`src/rtl/led_pkg.sv`:
```
// Shared constants for the GPIO LED bank controllers: step modes and
// running-light direction encodings.
package led_pkg;

    localparam logic [1:0] MODE_WRAP   = 2'd0;
    localparam logic [1:0] MODE_BOUNCE = 2'd1;
    localparam logic [1:0] MODE_PAUSE  = 2'd2;

    localparam logic DIR_RIGHT = 1'b0;
    localparam logic DIR_LEFT  = 1'b1;

endpackage : led_pkg

```
`src/rtl/tick_gen.sv`:
```
// Step-rate divider: emits a registered single-cycle strobe once every
// TICK_DIV enabled clock cycles.
module tick_gen #(
    parameter int TICK_DIV = 600_000_000
) (
    input  logic clk,
    input  logic rst,
    input  logic i_en,
    output logic o_tick
);

    localparam int CW = (TICK_DIV > 1) ? $clog2(TICK_DIV) : 1;
    localparam logic [CW-1:0] CNT_LAST = CW'(TICK_DIV - 1);
    localparam logic [CW-1:0] CNT_PRE  = CW'(TICK_DIV - 2);

    logic [CW-1:0] cnt_q, cnt_d;
    logic          tick_q, tick_d;

    // The strobe is registered, so it is raised on the edge that moves the
    // count onto its last value; it then coincides with count == TICK_DIV-1.
    always_comb begin
        // NOTE: every output of this block gets a default first, so no path can infer a latch.
        cnt_d  = cnt_q;
        tick_d = 1'b0;
        if (i_en) begin
            cnt_d  = (cnt_q == CNT_LAST) ? '0 : cnt_q + CW'(1);
            tick_d = (cnt_q == CNT_PRE);
        end
    end

    always_ff @(posedge clk) begin
        // NOTE: sequential state is updated with non-blocking assignments only.
        if (rst) begin
            cnt_q  <= '0;
            tick_q <= 1'b0;
        end else begin
            cnt_q  <= cnt_d;
            tick_q <= tick_d;
        end
    end

    assign o_tick = tick_q;

endmodule : tick_gen

```
`src/rtl/running_light_ctrl.sv`:
```
// Running-light controller: one lit LED stepping across N_LED outputs in
// wrap, bounce or pause mode, with a windowed direction-toggle button.
module running_light_ctrl
    import led_pkg::*;
#(
    parameter int N_LED    = 8,
    parameter int TICK_DIV = 600_000_000,
    parameter int WIN_LO   = 2,
    parameter int WIN_HI   = 3
) (
    input  logic                     clk,
    input  logic                     rst,
    input  logic                     i_btn,
    input  logic                     i_en,
    input  logic [1:0]               i_mode,
    output logic [N_LED-1:0]         o_led,
    output logic [$clog2(N_LED)-1:0] o_pos,
    output logic                     o_dir,
    output logic                     o_tick
);

    localparam int PW = $clog2(N_LED);
    localparam logic [PW-1:0]    POS_MAX = PW'(N_LED - 1);
    localparam logic [PW-1:0]    WIN_LO_P = PW'(WIN_LO);
    localparam logic [PW-1:0]    WIN_HI_P = PW'(WIN_HI);
    localparam logic [N_LED-1:0] LED_RST = {1'b1, {(N_LED-1){1'b0}}};

    logic             tick;
    logic [PW-1:0]    pos_q, pos_d;
    logic             dir_q, dir_d;
    logic [N_LED-1:0] led_q, led_d;
    logic             in_win;
    logic             dir_t;

    tick_gen #(
        .TICK_DIV (TICK_DIV)
    ) u_tick_gen (
        .clk    (clk),
        .rst    (rst),
        .i_en   (i_en),
        .o_tick (tick)
    );

    // The window is judged on the pre-step position; a same-cycle step
    // then moves in the already toggled direction.
    assign in_win = (pos_q >= WIN_LO_P) && (pos_q <= WIN_HI_P);
    assign dir_t  = dir_q ^ (i_btn & in_win);

    always_comb begin
        pos_d = pos_q;
        dir_d = dir_t;
        if (tick) begin
            case (i_mode)
                MODE_WRAP: begin
                    if (dir_t == DIR_RIGHT) pos_d = (pos_q == '0) ? POS_MAX : pos_q - PW'(1);
                    else                    pos_d = (pos_q == POS_MAX) ? '0 : pos_q + PW'(1);
                end
                MODE_BOUNCE: begin
                    // End reversal wins over any toggle: direction always points inward.
                    if (dir_t == DIR_RIGHT && pos_q == '0) begin
                        dir_d = DIR_LEFT;
                        pos_d = PW'(1);
                    end else if (dir_t == DIR_LEFT && pos_q == POS_MAX) begin
                        dir_d = DIR_RIGHT;
                        pos_d = POS_MAX - PW'(1);
                    end else if (dir_t == DIR_RIGHT) begin
                        pos_d = pos_q - PW'(1);
                    end else begin
                        pos_d = pos_q + PW'(1);
                    end
                end
                MODE_PAUSE: pos_d = pos_q;
                default:    pos_d = pos_q;
            endcase
        end
        led_d = N_LED'(1) << pos_d;
    end

    always_ff @(posedge clk) begin
        if (rst) begin
            pos_q <= POS_MAX;
            dir_q <= DIR_RIGHT;
            led_q <= LED_RST;
        end else begin
            pos_q <= pos_d;
            dir_q <= dir_d;
            led_q <= led_d;
        end
    end

    assign o_led  = led_q;
    assign o_pos  = pos_q;
    assign o_dir  = dir_q;
    assign o_tick = tick;

endmodule : running_light_ctrl

```
`config.mk`:
```
export PLATFORM = sky130hd
export DESIGN_NAME = running_light_ctrl
export DESIGN_NICKNAME = d
export VERILOG_FILES = /design/src/rtl/led_pkg.sv /design/src/rtl/tick_gen.sv /design/src/rtl/running_light_ctrl.sv
export SDC_FILE = /design/constraint.sdc
export NUM_CORES = 1
export LEC_CHECK = 0
export ABC_AREA = 1
export CAP_MARGIN = 10
export CORE_UTILIZATION = 46
export CTS_CLUSTER_DIAMETER = 120
export DETAILED_ROUTE_END_ITERATION = 8
export PLACE_DENSITY = 0.65
export SLEW_MARGIN = 10
export SYNTH_ARGS = -nofsm -noshare
export SYNTH_HDL_FRONTEND = slang
export SYNTH_HIERARCHICAL = 1
export SYNTH_SLANG_ARGS = --single-unit
```
`constraint.sdc`:
```
create_clock -name clk -period 3.27 [get_ports clk]
set_clock_uncertainty 0.1 [all_clocks]
set_input_delay 0.4905 -clock clk [delete_from_list [all_inputs] [get_ports clk]]
set_output_delay 0.4905 -clock clk [all_outputs]
set_load 0.02 [all_outputs]
```
# After elaboration in Yosys (flattened, before gate mapping)
# Index checks and enable logic that the tools add are counted.
totals:
  ff_bits: 43
  elab_cells: 38
op_classes:
  order_cmp: 2
  shift: 1
  n_mux: 13
  bitwise_logic: 4
  n_addsub: 3
  eq_ne: 4
  n_reduce_logical: 6
ops:
  columns: ["operator", "count"]
  rows:
  - ["$eq A30 B30 Y1 const B", 2]
  - ["$add A30 B1 Y30 const B", 1]
  - ["$mux W30", 1]
  - ["$mux W3", 7]
  - ["$shl A1 B3 Y8 const A", 1]
  - ["$pmux W3 S2", 1]
  - ["$mux W1", 4]
  - ["$add A3 B1 Y3 const B", 1]
  - ["$eq A3 B3 Y1 const B", 1]
  - ["$ge A3 B2 Y1 const B", 1]
  - ["$le A3 B2 Y1 const B", 1]
  - ["$logic_and A1 B1 Y1", 3]
  - ["$logic_not A3 Y1", 1]
  - ["$sub A3 B1 Y3 const B", 1]
  - ["$eq A2 B1 Y1 const B", 1]
  - ["$logic_not A2 Y1", 1]
  - ["$not A1 Y1", 2]
  - ["$reduce_or A2 Y1", 1]
  - ["$and A1 B1 Y1", 1]
  - ["$xor A1 B1 Y1", 1]

# Depth between registers and ports, before layout
logic_depth:
  ltp_word: 10
  mapped_depth: 12
  depth_no_buf: 12

# Cells and area by module
# Netlist, hierarchy kept.
modules_own_cells:
  columns: ["mod", "cells_each", "instances", "area_each_um2"]
  rows:
  - ["tick_gen", 293, 1, 1841.8]
  - ["running_light_ctrl", 99, 1, 678.2]

# Worst setup path after synthesis
# Ideal clock, no wire load.
synth_path:
  path_kind: "reg2reg"
  from: "register pos_q[1], in the netlist o_pos[1]"
  to: "register led_q[2], in the netlist o_led[2]"
  path_stages_with_launch: 11
  period_less_slack_ns: 1.774
  slack_ns: 1.496
  t_arrival_ns: 1.610
  setup_ns: 0.064
  path_buffers: 0
  t_required_ns: 3.106
  path_cell_list: "dfxtp_1 inv_1 ha_1 inv_1 o21ai_0 nand3_1 nand2_1 nand2_1 nand2_2 nand2_1 nor2_1"
synth_between:
  elab_chain_len: 10
synth_lines:
  columns: ["element", "line_no", "text"]
  rows:
  - ["start, declared", "running_light_ctrl.sv:29", "logic [PW-1:0] pos_q, pos_d;"]
  - ["start signal, assigned", "running_light_ctrl.sv:85", "pos_q <= pos_d;"]
  - ["$ge A3 B2 Y1 or $le A3 B2 Y1 (tied branches)", "running_light_ctrl.sv:46", "assign in_win = (pos_q >= WIN_LO_P) && (pos_q <= WIN_HI_P);"]
  - ["$logic_and A1 B1 Y1", "running_light_ctrl.sv:46", null]
  - ["$and A1 B1 Y1", "running_light_ctrl.sv:47", "assign dir_t = dir_q ^ (i_btn & in_win);"]
  - ["$xor A1 B1 Y1", "running_light_ctrl.sv:47", null]
  - ["$mux W3, or another cell as far along", "running_light_ctrl.sv:66", "end else if (dir_t == DIR_RIGHT) begin"]
  - ["$mux W3 or $logic_and A1 B1 Y1 (tied branches)", "running_light_ctrl.sv:63, running_light_ctrl.sv:60", null]
  - ["$mux W3", "running_light_ctrl.sv:60", "if (dir_t == DIR_RIGHT && pos_q == '0) begin"]
  - ["$pmux W3 S2", "running_light_ctrl.sv:53", "case (i_mode)"]
  - ["$mux W3 (*)", "running_light_ctrl.sv:52", "if (tick) begin"]
  - ["$shl A1 B3 Y8 (*)", "running_light_ctrl.sv:76", "led_d = N_LED'(1) << pos_d;"]
  - ["end signal, assigned", "running_light_ctrl.sv:87", "led_q <= led_d;"]
  - ["end, declared", "running_light_ctrl.sv:31", "logic [N_LED-1:0] led_q, led_d;"]
# Mark *: on every way between the ends. The rest lies on a longest branch, timed or not.
# A chain may end at the register's enable or synchronous reset.

==> reports/results.txt <==
initial detailed-routing violation count: 99
Pint: 0.6914 mW
DR pass1 iterations: 4
Area contributors post-synth: dfxtp_1, nand2_1, nor2_1
Seq pwr share: 57.6%
Die Wd: 76.02 um
first-pass GRT wire length: 10450 um
combinational family with the most area after synthesis: simple AND/OR/NAND/NOR gates
Psw: 0.2251 mW
number of max-cap violations: 0
Syn Inst Count: 392
clock buffer depth: 2
dpl hpwl: 4580 um
die area: 5778 sq um
Routed WL: 5773 um
Worst path max stage delay: 700 ps
setup repair after global routing missed its margin: no
startpoint class of the critical path: input pin
Final Core Density: 55.07%
Inst Count DP: 478
Final min period: 2129 ps
outcome: finished clean
post-synthesis mux area share: 0%
post-route ant nets: 0
Inserted Clock Buffers: 5
final instance count without filler cells: 486
CTS root buf: clkbuf_8
Final Net Count: 427
cts hold-fix bufs: 0
top cell type's share of synthesized area: 34.16%
syn avg cell area: 6.428 sq um
# port buffers: 18
Primary FF master, synth: dfxtp_1
Comb pwr share: 3.8%
drt drc: 0
syn_nets: 404
Worst Path Arrival: 2210 ps
Synth Area in Adders: 2.979%
Post-Synth Simple-Gate Area: 46.92%
Cell Rows: 26
Worst-path clk slew: 90 ps
Final Hold Viols: 0
synthesized area: 2520 sq um
Async S/R FF share, synth: 0%
Sw Share: 24.56%
count of pins over their slew limit: 0
Seq/Total Area, Yosys: 34.16%
worst slew pin tran: 423.2 ps
largest net degree at the start of global routing: 16
Synth cell types: 29
initial antenna violation count: 0
setup TNS: 0 ps
area leader, netlist: dfxtp_1
critical path's slowest cell: clkdlybuf4s50_1
clock power share: 38.6%
Pleak: 1.129 nW
Min Hold Slack: 422.2 ps
# Post-CTS Setup Buffers: 0
number of synthesis warnings: 6
die height: 76.02 um
# fillers: 538
Overall Power: 0.9165 mW
#FFs+latches synth: 43
area grow syn2layout: 13.75%
GP Congestion: 0.9126
clock latency on the worst-skew pair: 300 ps
Clock Sink Count: 43
Commonest cells post-synth: nand2_1, nor2_1, dfxtp_1
fraction of layout cells with a size suffix above 1: 9.135%
Synth Area in Compound Gates: 4.320%
core area: 5205 sq um
crit path max fanout: 11
Pwr Density: 319.7 nW/um^2
most common cell in the synthesized netlist: nand2_1
H-tree depth: 2
EDFF count, synth: 0
Total GRT Usage: 22.24%
Min-Delay Path Class: flop to flop
Via Count: 2416
Top-Level Pins: 19
CP required: 3350 ps
XOR/XNOR Fraction of Synth Area: 4.171%
period utilization: 65.12%
Initial Util: 48.41%
per-cell routed wire length: 11.88 um
critical setup path kind: input pin to flop
n_diodes: 0
cts repair resizes: 0
fmax: 0.4696 GHz
CTS tree: built
vias in the first global route: 2309
vias per inst: 4.971
maximum VDD drop: 0.2311 mV
Slew HR: 71.70%
critical-path cell list: clkdlybuf4s50_1, nand2_2, nor2_4, nand2_4, nor2_1, nand2_1, nand2_1, nor2_1
Critical Path Sink Type: flop
Final setup viols: 0
GR Overflow Total: 0
==> final timing paths <==
path / startpoint / end / slack (ps) / cells past startpoint
worst min-delay path: u_tick_gen/cnt_q[0] / u_tick_gen/cnt_q[0] / 420 / 2
worst max-delay path: i_en / u_tick_gen/cnt_q[22] / 1140 / 8
worst min register to register: u_tick_gen/cnt_q[0] / u_tick_gen/cnt_q[0] / 420 / 2
worst max register to register: o_pos[1] / o_led[6] / 1360 / 10
==> power groups by stage <==
| stage | Combinational (mW) | Sequential (mW) | Clock, mW |
|---|---|---|---|
| floorplan | 0.0222 | 0.540 | 0 |
| global route | 0.0390 | 0.529 | 0.387 |
| detailed placement | 0.0347 | 0.540 | 0 |
| global placement | 0.0339 | 0.540 | 0 |
| finish | 0.0345 | 0.528 | 0.354 |
| CTS | 0.0348 | 0.528 | 0.362 |
==> routing by layer <==
metal	vias to the layer above	global-route usage (%)	wire (um)
met1	1075	27.20	2696
met3	15	3.473	194
li1	1271	-	-
met2	55	39.64	2745
met4	0	7.500	137
met5	-	0	0
==> cell families (layout without fill, tap and decap cells) <==
| family | count (synthesis) | after routing |
|---|---|---|
| AOI/OAI and AO/OA | 20 | 20 |
| xor gates and xnor gates | 12 | 12 |
| and+or+nand+nor | 264 | 264 |
| DFF | 43 | 43 |
| buffers and inverters | 47 | 71 |
| adders and majority gates | 6 | 6 |
==> critical path: cells and delay by family <==
family / cells / cell delay [ps]
AND/OR/NAND/NOR: 7 / 1010
buffers and inverters: 1 / 700
==> layout make-up <==
class	instances	area (sq um)	area share, %
multi-input combinational	302	1471	51.33
sequential	43	860.8	30.03
timing repair buffer	19	187.7	6.547
inverter	44	165.2	5.762
tap	70	87.58	3.055
clock buffer	5	68.82	2.401
clock inverter	3	25.02	0.8730
==> state kept, by name, summed over array words and instances (netlist names) <==
| register | cells |
|---|---|
| o_pos | 3 |
| o_dir | 1 |
| u_tick_gen/o_tick | 1 |
| u_tick_gen/cnt_q | 30 |
| o_led | 8 |
==> stage by stage <==
stage               setup slack, ps  area (sq um)
floorplan                      1496          2520
global placement              872.5          2773
detailed placement            833.2          2773
CTS                            1138          2867
global route                  976.7          2867
finish                         1141          2867
==> placed cells by master, fill, tap and decap left out, drive strengths merged <==
master	Yosys	final
clkbuf	1	5
buf	2	1
ha	6	6
nor3b	1	1
nand4	8	8
nand3b	2	2
clkinv	0	2
xnor2	7	7
nor2	94	94
o21a	1	1
inv	44	44
dfxtp	43	43
a21oi	15	15
clkinvlp	0	1
nor3	8	8
xor2	5	5
o21ai	3	3
nand2	119	119
clkdlybuf4s50	0	18
and3	1	1
nand3	31	31
o31ai	1	1
(Power assumes the default switching activity.)
